===== config.mk =====
export PLATFORM = sky130hd
export DESIGN_NAME = sump_cmd_decoder
export DESIGN_NICKNAME = d
export VERILOG_FILES = /design/src/rtl/sump_cmd_decoder.sv
export SDC_FILE = /design/constraint.sdc
export NUM_CORES = 1
export LEC_CHECK = 0
export CAP_MARGIN = 20
export CORE_MARGIN = 2
export CORE_UTILIZATION = 40
export DETAILED_ROUTE_END_ITERATION = 8
export PLACE_DENSITY = 0.74
export SKIP_LAST_GASP = 1
export SLEW_MARGIN = 20
export SYNTH_ARGS = -nofsm -noshare
export SYNTH_HDL_FRONTEND = slang
export SYNTH_SLANG_ARGS = --single-unit

===== constraint.sdc =====
create_clock -name clock -period 2.4 [get_ports clock]
set_input_delay 0.48 -clock clock [delete_from_list [all_inputs] [get_ports clock]]
set_output_delay 0.48 -clock clock [all_outputs]
set_load 0.02 [all_outputs]

===== src/rtl/sump_cmd_decoder.sv =====
// Purpose : frames UART bytes into SUMP short/long commands, drives the metadata sender request.
// Latency : byte sampled in cycle k -> soft_reset/arm/cmd_valid pulse and begin_meta_transmit in cycle k+1.
// Backpressure: none; bytes arriving while a metadata transfer is in flight are dropped and flagged by overrun.
//
// Ports:
//   clock, reset_n        rising-edge clock, synchronous active-low reset
//   rx_byte, rx_valid     received byte and its single-cycle strobe
//   meta_busy             busy status from the metadata sender
//   cmd_valid/opcode/data long-command pulse and held opcode/data word
//   soft_reset, arm       short-command pulses (0x00, 0x01)
//   begin_meta_transmit   level request to the metadata sender, send_id selects ID (1) or metadata (0)
//   overrun               sticky dropped-byte flag, cleared by reset or an accepted 0x00
//   timeout_err           partial long command discarded
// Optional feature: define SUMP_CMD_TIMEOUT_EN to enable the inter-byte timeout in COLLECT;
// without it COLLECT waits indefinitely and timeout_err is tied low.

module sump_cmd_decoder #(
    parameter int TIMEOUT_CYCLES = 1000000,
    parameter int TMO_W          = 20
) (
    input  logic        clock,
    input  logic        reset_n,
    input  logic [7:0]  rx_byte,
    input  logic        rx_valid,
    input  logic        meta_busy,
    output logic        cmd_valid,
    output logic [7:0]  cmd_opcode,
    output logic [31:0] cmd_data,
    output logic        soft_reset,
    output logic        arm,
    output logic        begin_meta_transmit,
    output logic        send_id,
    output logic        overrun,
    output logic        timeout_err
);

    // The timeout counter must be able to hold TIMEOUT_CYCLES.
    if (TIMEOUT_CYCLES >= (1 << TMO_W)) begin : g_bad_tmo_w
        $error("sump_cmd_decoder: TMO_W too small for TIMEOUT_CYCLES");
    end

    typedef enum logic [1:0] {
        S_IDLE,
        S_COLLECT,
        S_META_REQ,
        S_META_WAIT
    } state_t;

    state_t      state_q, state_d;
    logic [1:0]  cnt_q, cnt_d;          // data bytes already stored in this long command
    logic [23:0] buf_q, buf_d;          // first three data bytes, little-endian
    logic [7:0]  op_q, op_d;            // opcode of the long command being collected
    logic [7:0]  cmd_opcode_q, cmd_opcode_d;
    logic [31:0] cmd_data_q, cmd_data_d;
    logic        cmd_valid_q, cmd_valid_d;
    logic        soft_reset_q, soft_reset_d;
    logic        arm_q, arm_d;
    logic        send_id_q, send_id_d;
    logic        overrun_q, overrun_d;

`ifdef SUMP_CMD_TIMEOUT_EN
    localparam logic [TMO_W-1:0] TMO_LIMIT = TMO_W'(TIMEOUT_CYCLES);
    logic [TMO_W-1:0] tmo_q, tmo_d;
    logic             timeout_err_q, timeout_err_d;
`endif

    always_comb begin
        state_d      = state_q;
        cnt_d        = cnt_q;
        buf_d        = buf_q;
        op_d         = op_q;
        cmd_opcode_d = cmd_opcode_q;
        cmd_data_d   = cmd_data_q;
        cmd_valid_d  = 1'b0;
        soft_reset_d = 1'b0;
        arm_d        = 1'b0;
        send_id_d    = send_id_q;
        overrun_d    = overrun_q;
`ifdef SUMP_CMD_TIMEOUT_EN
        tmo_d         = tmo_q;
        timeout_err_d = 1'b0;
`endif
        case (state_q)
            S_IDLE: begin
                if (rx_valid) begin
                    if (rx_byte[7]) begin
                        op_d    = rx_byte;
                        cnt_d   = 2'd0;
                        state_d = S_COLLECT;
`ifdef SUMP_CMD_TIMEOUT_EN
                        tmo_d   = '0;
`endif
                    end else begin
                        case (rx_byte)
                            8'h00: begin
                                soft_reset_d = 1'b1;
                                overrun_d    = 1'b0;
                            end
                            8'h01: arm_d = 1'b1;
                            8'h02: begin
                                state_d   = S_META_REQ;
                                send_id_d = 1'b1;
                            end
                            8'h04: begin
                                state_d   = S_META_REQ;
                                send_id_d = 1'b0;
                            end
                            default: ; // flow control and unknown short opcodes are ignored
                        endcase
                    end
                end
            end
            S_COLLECT: begin
                if (rx_valid) begin
                    // Data bytes are never interpreted, 0x00 here is plain data.
                    if (cnt_q == 2'd3) begin
                        cmd_data_d   = {rx_byte, buf_q};
                        cmd_opcode_d = op_q;
                        cmd_valid_d  = 1'b1;
                        state_d      = S_IDLE;
                    end else begin
                        buf_d[{cnt_q, 3'b000} +: 8] = rx_byte;
                        cnt_d = cnt_q + 2'd1;
                    end
`ifdef SUMP_CMD_TIMEOUT_EN
                    tmo_d = '0;
                end else if (tmo_q == TMO_LIMIT) begin
                    // A byte in this very cycle would have won; none came, so drop the partial command.
                    state_d       = S_IDLE;
                    timeout_err_d = 1'b1;
                end else begin
                    tmo_d = tmo_q + TMO_W'(1);
`endif
                end
            end
            S_META_REQ: begin
                if (rx_valid) overrun_d = 1'b1;
                if (meta_busy) state_d = S_META_WAIT;
            end
            S_META_WAIT: begin
                if (rx_valid) overrun_d = 1'b1;
                if (!meta_busy) begin
                    state_d   = S_IDLE;
                    send_id_d = 1'b0;
                end
            end
            default: state_d = S_IDLE;
        endcase
    end

    always_ff @(posedge clock) begin
        if (!reset_n) begin
            state_q      <= S_IDLE;
            cnt_q        <= 2'd0;
            buf_q        <= '0;
            op_q         <= '0;
            cmd_opcode_q <= '0;
            cmd_data_q   <= '0;
            cmd_valid_q  <= 1'b0;
            soft_reset_q <= 1'b0;
            arm_q        <= 1'b0;
            send_id_q    <= 1'b0;
            overrun_q    <= 1'b0;
        end else begin
            state_q      <= state_d;
            cnt_q        <= cnt_d;
            buf_q        <= buf_d;
            op_q         <= op_d;
            cmd_opcode_q <= cmd_opcode_d;
            cmd_data_q   <= cmd_data_d;
            cmd_valid_q  <= cmd_valid_d;
            soft_reset_q <= soft_reset_d;
            arm_q        <= arm_d;
            send_id_q    <= send_id_d;
            overrun_q    <= overrun_d;
        end
    end

`ifdef SUMP_CMD_TIMEOUT_EN
    always_ff @(posedge clock) begin
        if (!reset_n) begin
            tmo_q         <= '0;
            timeout_err_q <= 1'b0;
        end else begin
            tmo_q         <= tmo_d;
            timeout_err_q <= timeout_err_d;
        end
    end
    assign timeout_err = timeout_err_q;
`else
    assign timeout_err = 1'b0;
`endif

    assign cmd_valid           = cmd_valid_q;
    assign cmd_opcode          = cmd_opcode_q;
    assign cmd_data            = cmd_data_q;
    assign soft_reset          = soft_reset_q;
    assign arm                 = arm_q;
    assign begin_meta_transmit = (state_q == S_META_REQ);
    assign send_id             = send_id_q;
    assign overrun             = overrun_q;

endmodule


==> report_table.html, run 1 <==
<table>
<tr><th>Metric</th><th>Value</th></tr>
<tr><th colspan="2">Layout</th></tr>
<tr><td>Number of antenna cells inserted</td><td>0</td></tr>
<tr><td>P&amp;R area growth vs syn</td><td>27.9%</td></tr>
<tr><td>Final cell area excluding filler cells</td><td>4090 sq um</td></tr>
<tr><td>Fraction of final layout cells sized beyond drive strength 1</td><td>7.74%</td></tr>
<tr><td>Final standard cell count with taps included and fillers excluded</td><td>554</td></tr>
<tr><td>Count of filler cells inserted in the layout</td><td>713</td></tr>
<tr><td>Area taken by multi-input logic gates</td><td>1430 sq um</td></tr>
<tr><td>Sequential standard cell area</td><td>1620 sq um</td></tr>
<tr><td>Final net count</td><td>468</td></tr>
<tr><th colspan="2">STA</th></tr>
<tr><td>Setup violations, final</td><td>0</td></tr>
<tr><td>Maximum clock frequency</td><td>468 MHz</td></tr>
<tr><td>Setup repair after global routing missed its margin</td><td>no</td></tr>
<tr><td>Slew Limit Fails</td><td>0</td></tr>
<tr><td>Shortest clock period the worst path allows after layout</td><td>2.14 ns</td></tr>
<tr><td>Total Negative Setup Slacks</td><td>0 ns</td></tr>
<tr><td>Number of hold violations in the final report</td><td>0</td></tr>
<tr><td>Final critical-path share of the clock period</td><td>89.0%</td></tr>
<tr><td>Worst Max-Slew Pin Slew</td><td>0.519 ns</td></tr>
<tr><td>Final worst-path setup slack</td><td>0.264 ns</td></tr>
<tr><td>Max transition margin</td><td>65.3%</td></tr>
<tr><td>Setup skew after layout</td><td>0.00783 ns</td></tr>
<tr><th colspan="2">Clocking</th></tr>
<tr><td>Clock buffers created by TritonCTS</td><td>9</td></tr>
<tr><td>Number of sinks handled by clock tree synthesis</td><td>81</td></tr>
<tr><td>Register clock-pin slew on the reported worst setup and hold paths</td><td>0.08 ns</td></tr>
<tr><td>Clock root buffer</td><td>clkbuf_8</td></tr>
<tr><td>CTS tree</td><td>done</td></tr>
<tr><td>Maximum buffer depth of the clock tree</td><td>2</td></tr>
<tr><td># resized after CTS</td><td>0</td></tr>
<tr><td>Post-CTS setup repair buffer count</td><td>0</td></tr>
<tr><td>Total number of H-tree levels</td><td>3</td></tr>
<tr><td>Hold-fix buffers, CTS</td><td>0</td></tr>
<tr><td>Clock latency reported for the late side of the worst-skew pair</td><td>0.35 ns</td></tr>
<tr><th colspan="2">Routing</th></tr>
<tr><td>Via density per instance</td><td>5.00</td></tr>
<tr><td>Remaining antenna violation count after routing</td><td>0</td></tr>
<tr><td>Post-detailed-routing wire length</td><td>7.41 mm</td></tr>
<tr><td>First DRT Iteration DRCs</td><td>178</td></tr>
<tr><td>Iteration count of the initial detailed-routing pass</td><td>4</td></tr>
<tr><td>Via Count</td><td>2770</td></tr>
<tr><td>Routed length per instance</td><td>13.4 microns</td></tr>
<tr><td>DRC violations left</td><td>0</td></tr>
<tr><th colspan="2">Synth</th></tr>
<tr><td>Nets in the synthesized netlist</td><td>414</td></tr>
<tr><td>Synth Flop Type</td><td>dfxtp_1</td></tr>
<tr><td>Number of synthesized register bits</td><td>81</td></tr>
<tr><td>Share of synthesized flip-flops with an asynchronous set or reset</td><td>0%</td></tr>
<tr><td>Ys Warns</td><td>0</td></tr>
<tr><td>Sequential cell area fraction in the yosys report</td><td>50.7%</td></tr>
<tr><td>Mean instance size in the synthesized netlist</td><td>8.14 sq um</td></tr>
<tr><td>Top post-synthesis cells by count</td><td>nand2_1, dfxtp_1, a21oi_1</td></tr>
<tr><td>Number of enable-type register cells in the synthesized netlist</td><td>0</td></tr>
<tr><td>Distinct cells, synth</td><td>39</td></tr>
<tr><td>Post-Synthesis Cell Area</td><td>3200 sq um</td></tr>
<tr><td>Cells after synthesis</td><td>393</td></tr>
<tr><td>Area share of the largest cell type after synthesis</td><td>50.7%</td></tr>
<tr><td>Cell type with the largest total area after synthesis</td><td>dfxtp_1</td></tr>
<tr><td>Most frequent cell after synthesis</td><td>nand2_1</td></tr>
<tr><td>Biggest area contributors in the synthesized netlist</td><td>dfxtp_1, nand2_1, a21oi_1</td></tr>
<tr><th colspan="2">Floorplan</th></tr>
<tr><td>Die span in y</td><td>93.5 microns</td></tr>
<tr><td>Initial core utilization</td><td>41.4%</td></tr>
<tr><td>Number of I/O pins</td><td>59</td></tr>
<tr><td>Die width</td><td>93.5 microns</td></tr>
<tr><td>Die ar.</td><td>8730 sq um</td></tr>
<tr><td>Number of placement rows</td><td>32</td></tr>
<tr><td>Area of the core</td><td>7730 sq um</td></tr>
<tr><th colspan="2">Placed design</th></tr>
<tr><td>Count of buffers inserted at the top-level ports</td><td>57</td></tr>
<tr><td>Placed Cells</td><td>538</td></tr>
<tr><td>Final weighted congestion in routability-driven placement</td><td>0.887</td></tr>
<tr><td>Instance area after placement</td><td>3910 sq um</td></tr>
<tr><td>Estimated wirelength of the detail-placed design</td><td>5.05 mm</td></tr>
<tr><td>Placement Setup Slack</td><td>0.158 ns</td></tr>
<tr><th colspan="2">Worst setup path</th></tr>
<tr><td>Data arrival time of the critical path</td><td>1.66 ns</td></tr>
<tr><td>Largest fanout on the critical path</td><td>5</td></tr>
<tr><td>Worst Setup Start Kind</td><td>register</td></tr>
<tr><td>Crit. End Element</td><td>output pin</td></tr>
<tr><td>Worst Path Required</td><td>1.92 ns</td></tr>
<tr><td>Crit Path Category</td><td>register to output pin</td></tr>
<tr><th colspan="2">Pwr</th></tr>
<tr><td>Worst vdd rail ir drop</td><td>0.000624 V</td></tr>
<tr><td>Pwr Total</td><td>0.00300 W</td></tr>
<tr><td>Power per unit of standard cell area</td><td>732 nW/um^2</td></tr>
<tr><td>Leak Pwr</td><td>1.45 nW</td></tr>
<tr><th colspan="2">Hold path</th></tr>
<tr><td>Class of the tightest hold or removal check</td><td>register to register</td></tr>
<tr><th colspan="2">Global routing</th></tr>
<tr><td>Total routing usage reported by global routing</td><td>17.7%</td></tr>
<tr><td>Wire length of the first global-routing pass</td><td>12.0 mm</td></tr>
<tr><td>Maximum number of pins on one net before global-route repair</td><td>78</td></tr>
<tr><td>Antenna violations before repair</td><td>0</td></tr>
<tr><td>Vias in the first global route</td><td>2480</td></tr>
<tr><td>Total global routing overflow</td><td>0</td></tr>
<tr><th colspan="2">Run status</th></tr>
<tr><td>Status</td><td>completed</td></tr>
<tr><th colspan="2">Run</th></tr>
<tr><td>Max-capacitance violation count</td><td>0</td></tr>
</table>
==> layout make-up <==
cell class | instances | share of cell area, %
Clock buffer | 12 | 3.79
Clock inverter | 4 | 0.642
Inverter | 9 | 0.825
Multi-Input combinational cell | 275 | 34.9
Sequential cell | 81 | 39.6
Tap cell | 102 | 3.12
Timing Repair Buffer | 71 | 17.1
==> flip-flops by register name (all words and copies together) (netlist names) <==
name and count:
cmd_data 32, send_id 1, state_q 2, op_q 8, cmd_opcode 8, soft_reset 1, overrun 1, cnt_q 2
arm 1, cmd_valid 1, buf_q 24
==> cell families after synthesis <==
kind of cell               synth area share, %
and+or+nand+nor                           23.2
AOI/OAI and AO/OA                         14.3
muxes                                     3.21
other                                    0.117
DFF                                       50.7
adders and majority gates                 3.52
xor gates and xnor gates                 0.274
buffers and inverters                     4.73
==> layer usage <==
layer | track usage, % | up-vias | share of wire (%)
li1 | - | 1417 | -
met1 | 24.4 | 1263 | 48
met2 | 26.3 | 70 | 44
met3 | 4.59 | 20 | 5.4
met4 | 7.60 | 0 | 2.4
met5 | 0 | - | 0
==> cell usage in the layout (no fill, tap or decap), types with 8 or more instances in the layout <==
cell,count
nor2_1,11
a21oi_1,66
inv_1,8
nand3_1,26
buf_4,12
clkdlybuf4s50_1,57
nand2_1,111
ha_1,9
clkbuf_8,11
mux2i_1,8
dfxtp_1,81
==> final timing paths <==
kind | slack (ns) | end | start | cells past startpoint
worst max-delay path | 0.26 | begin_meta_transmit | state_q[0] | 3
worst min-delay path | 0.45 | cmd_opcode[2] | op_q[2] | 2
worst max register to register | 0.62 | arm | state_q[0] | 6
worst min register to register | 0.45 | cmd_opcode[2] | op_q[2] | 2
==> through the flow <==
step / hold slack [ns] / util, %
after floorplan: 0.426 / -
after global placement: 0.434 / 50.6
after detailed placement: 0.446 / 50.6
after CTS: 0.453 / 53.0
after global routing: 0.464 / 53.0
final: 0.449 / 53.0
==> report_power, final <==
part | total (W) | internal [W] | switching [W]
clock network | 0.000917 | 0.000433 | 0.000484
registers | 0.00146 | 0.00141 | 0.0000499
logic | 0.000619 | 0.000265 | 0.000353
==> critical path: stages, from the launching register on <==
cell and delay (ns):
dfxtp_1 0.33, inv_1 0.09, ha_1 0.25, clkdlybuf4s50_1 0.64
Note: power is estimated with default switching activity, not from simulation.
==> run 2: changes to the inputs <==
- REMOVE_ABC_BUFFERS: unset -> 1
==> run 2 against run 1 <==
  * Global-route usage is 0.65 points lower
  * Flip-flop and latch count did not move
  * Maximum frequency fell by 0.67%
  * Clock power is essentially flat
  * Total power fell by 0.35%
  * Cell area rose by 0.18%
  * Setup slack got worse by 0.014 ns
  * Non-clock buffer count grew 1
  * Highest routed layer unchanged
  * Largest power group unchanged
  * First-iteration DRC count fell by 52%
  * Clock skew shrank 0.0020 ns
  * Die area did not move
  * Sequential share of layout area shrank 0.072 points
==> report_table.html, run 2 (synthesis results as in run 1) <==
<table>
<tr><th>Metric</th><th>Value</th></tr>
<tr><th colspan="2">Run status</th></tr>
<tr><td>Status</td><td>completed</td></tr>
<tr><th colspan="2">Floorplan</th></tr>
<tr><td>Area of the core</td><td>7730 sq um (unchanged)</td></tr>
<tr><td>Die ar.</td><td>8730 sq um (unchanged)</td></tr>
<tr><td>Initial core utilization</td><td>41.4% (unchanged)</td></tr>
<tr><td>Die span in y</td><td>93.5 microns (unchanged)</td></tr>
<tr><td>Die width</td><td>93.5 microns (unchanged)</td></tr>
<tr><td>Number of placement rows</td><td>32 (unchanged)</td></tr>
<tr><td>Number of I/O pins</td><td>59 (unchanged)</td></tr>
<tr><th colspan="2">Worst setup path</th></tr>
<tr><td>Data arrival time of the critical path</td><td>1.67 ns (about the same)</td></tr>
<tr><td>Worst R2R Path Depth</td><td>6 (unchanged)</td></tr>
<tr><td>Largest fanout on the critical path</td><td>5 (unchanged)</td></tr>
<tr><td>Worst Setup Start Kind</td><td>register</td></tr>
<tr><td>Critical Path Source</td><td>state_q[0]</td></tr>
<tr><td>Crit Path Category</td><td>register to output pin</td></tr>
<tr><td>Worst flop-to-flop path endpoint</td><td>state_q[0]</td></tr>
<tr><td>Worst Path Required</td><td>1.92 ns (about the same)</td></tr>
<tr><td>Slack of the worst reg-to-reg path</td><td>0.62 ns (about the same)</td></tr>
<tr><td>End point of the critical path</td><td>begin_meta_transmit</td></tr>
<tr><td>Crit. End Element</td><td>output pin</td></tr>
<tr><td>Worst r2r src</td><td>state_q[0]</td></tr>
<tr><th colspan="2">Pwr</th></tr>
<tr><td>Worst vdd rail ir drop</td><td>0.000504 V (-19%)</td></tr>
<tr><td>Leak Pwr</td><td>1.46 nW (+0.29%)</td></tr>
<tr><td>Internal power summed over all cells</td><td>0.00211 W (about the same)</td></tr>
<tr><td>Power per unit of standard cell area</td><td>728 nW/um^2 (-0.54%)</td></tr>
<tr><td>Switching Power</td><td>0.000878 W (-1.1%)</td></tr>
<tr><td>Switching Fraction</td><td>29.4% (-0.22 points)</td></tr>
<tr><td>Pwr Total</td><td>0.00299 W (-0.35%)</td></tr>
<tr><td>Share of total power in combinational logic</td><td>20.4% (-0.2 points)</td></tr>
<tr><td>Sequential share of power</td><td>48.9% (+0.2 points)</td></tr>
<tr><td>Share of power burned in the clock network</td><td>30.6% (about the same)</td></tr>
<tr><th colspan="2">Global routing</th></tr>
<tr><td>Total global routing overflow</td><td>0 (unchanged)</td></tr>
<tr><td>Maximum number of pins on one net before global-route repair</td><td>78 (unchanged)</td></tr>
<tr><td>Wire length of the first global-routing pass</td><td>11.7 mm (-2.6%)</td></tr>
<tr><td>Antenna violations before repair</td><td>0 (unchanged)</td></tr>
<tr><td>Vias in the first global route</td><td>2412 (-2.7%)</td></tr>
<tr><td>Total routing usage reported by global routing</td><td>17.1% (-0.65 points)</td></tr>
<tr><th colspan="2">Placed design</th></tr>
<tr><td>Estimated wirelength of the detail-placed design</td><td>4.82 mm (-4.7%)</td></tr>
<tr><td>Final weighted congestion in routability-driven placement</td><td>0.831 (-6.3%)</td></tr>
<tr><td>Count of buffers inserted at the top-level ports</td><td>57 (unchanged)</td></tr>
<tr><td>Placed Cells</td><td>539 (+0.19%)</td></tr>
<tr><th colspan="2">Clocking</th></tr>
<tr><td>Total number of H-tree levels</td><td>3 (unchanged)</td></tr>
<tr><td>CTS tree</td><td>done</td></tr>
<tr><td>Maximum buffer depth of the clock tree</td><td>2 (unchanged)</td></tr>
<tr><td>Hold-fix buffers, CTS</td><td>0 (unchanged)</td></tr>
<tr><td>Clock root buffer</td><td>clkbuf_8</td></tr>
<tr><td>Clock latency reported for the late side of the worst-skew pair</td><td>0.34 ns (about the same)</td></tr>
<tr><td>Post-CTS setup repair buffer count</td><td>0 (unchanged)</td></tr>
<tr><td>Register clock-pin slew on the reported worst setup and hold paths</td><td>0.08 ns (about the same)</td></tr>
<tr><td># resized after CTS</td><td>0 (unchanged)</td></tr>
<tr><td>Clock buffers created by TritonCTS</td><td>9 (unchanged)</td></tr>
<tr><td>Number of sinks handled by clock tree synthesis</td><td>81 (unchanged)</td></tr>
<tr><th colspan="2">Layout</th></tr>
<tr><td>Final standard cell count with taps included and fillers excluded</td><td>555 (+0.18%)</td></tr>
<tr><td>Number of flip-flops in the largest register</td><td>32 (unchanged)</td></tr>
<tr><td>Number of antenna cells inserted</td><td>0 (unchanged)</td></tr>
<tr><td>Final net count</td><td>469 (+0.21%)</td></tr>
<tr><td>Commonest non-fill, non-tap cell in the layout</td><td>nand2_1</td></tr>
<tr><td>Commonest non-fill, non-tap cells in the layout</td><td>nand2_1, dfxtp_1, a21oi_1</td></tr>
<tr><td>End-of-flow core utilization</td><td>53.1% (+0.097 points)</td></tr>
<tr><td>P&amp;R area growth vs syn</td><td>28.1%</td></tr>
<tr><td>Fraction of final layout cells sized beyond drive strength 1</td><td>7.95% (+0.20 points)</td></tr>
<tr><th colspan="2">STA</th></tr>
<tr><td>Maximum clock frequency</td><td>465 MHz (-0.67%)</td></tr>
<tr><td>Max transition margin</td><td>64.1% (-1.2 points)</td></tr>
<tr><td>Setup repair after global routing missed its margin</td><td>no</td></tr>
<tr><td>Setup violations, final</td><td>0 (unchanged)</td></tr>
<tr><td>Final critical-path share of the clock period</td><td>89.6% (+0.60 points)</td></tr>
<tr><td>Number of hold violations in the final report</td><td>0 (unchanged)</td></tr>
<tr><td>Shortest clock period the worst path allows after layout</td><td>2.15 ns (+0.0144 ns)</td></tr>
<tr><td>Slew Limit Fails</td><td>0 (unchanged)</td></tr>
<tr><td>Setup skew after layout</td><td>0.00580 ns (-0.00203 ns)</td></tr>
<tr><td>Worst Max-Slew Pin Slew</td><td>0.536 ns (+0.0172 ns)</td></tr>
<tr><th colspan="2">Routing</th></tr>
<tr><td>Remaining antenna violation count after routing</td><td>0 (unchanged)</td></tr>
<tr><td>DRC violations left</td><td>0 (unchanged)</td></tr>
<tr><td>Via Count</td><td>2754 (-0.58%)</td></tr>
<tr><td>Via density per instance</td><td>4.96 (-0.76%)</td></tr>
<tr><td>First DRT Iteration DRCs</td><td>86 (-52%)</td></tr>
<tr><td>Routed length per instance</td><td>12.9 microns (-3.3%)</td></tr>
<tr><td>Iteration count of the initial detailed-routing pass</td><td>4 (unchanged)</td></tr>
<tr><td>Post-detailed-routing wire length</td><td>7.18 mm (-3.1%)</td></tr>
<tr><th colspan="2">Run</th></tr>
<tr><td>Max-capacitance violation count</td><td>0 (unchanged)</td></tr>
<tr><th colspan="2">Hold path</th></tr>
<tr><td>Class of the tightest hold or removal check</td><td>register to register</td></tr>
</table>
## run 2: cell count changes in the layout (fill, tap and decap cells not counted), sizes merged
cell,previous run,this run
buf,14,15
## run 2: routing by layer
layer  vias to the layer above  GRT usage (%)  routed length (microns)
met5                         -              0                        0
met4                         0           5.51                       61
met3                         5           4.27                      337
met2                        61           25.5                     3230
met1                      1278           24.1                     3550
li1                       1410              -                        -
## run 2: final cells by class
class	count	area, sq um
clock buffers	12	155
multi-input cells	275	1430
repair buffers	72	708
flip-flops and latches	81	1620
fillers	737	3630
well taps	102	128
inverters	9	33.8
clock inverters	4	26.3
## run 2: worst max-delay path: stages, from the launching register on
cell,delay (ns)
dfxtp_1,0.34
inv_1,0.10
ha_1,0.25
clkdlybuf4s50_1,0.64
## run 2: worst min path at each step
stage	from	to	slack [ns]	depth (start not counted)
after floorplan	op_q[7]	op_q[7]	0.43	2
after global placement	op_q[7]	op_q[7]	0.43	2
after detailed placement	op_q[7]	op_q[7]	0.44	2
after CTS	op_q[5]	cmd_opcode[5]	0.45	2
after global routing	buf_q[8]	cmd_data[8]	0.47	2
final	op_q[7]	op_q[7]	0.45	2
## run 2: metrics by stage
stage                     TNS (ns)  worst slack [ns]  hold WS (ns)  instance area, sq um
after floorplan             -0.654            -0.275         0.426                  3080
after global placement           0             0.190         0.433                  3920
after detailed placement         0             0.146         0.439                  3920
after CTS                        0             0.243         0.451                  4100
after global routing             0             0.145         0.465                  4100
final                            0             0.249         0.450                  4100
## run 2: power groups by stage
stage / clock network (W) / logic, W / registers (W)
after CTS: 0.000942 / 0.000605 / 0.00146
after detailed placement: 0 / 0.000601 / 0.00149
final: 0.000915 / 0.000610 / 0.00146
after global routing: 0.000995 / 0.000680 / 0.00147
after floorplan: 0 / 0.000387 / 0.00150
after global placement: 0 / 0.000591 / 0.00149
==> run 3: changes to the inputs <==
- SLEW_MARGIN: 20 -> unset
==> results of run 3 <==
No change in the layout: final DEF, timing and power equal those of run 2.
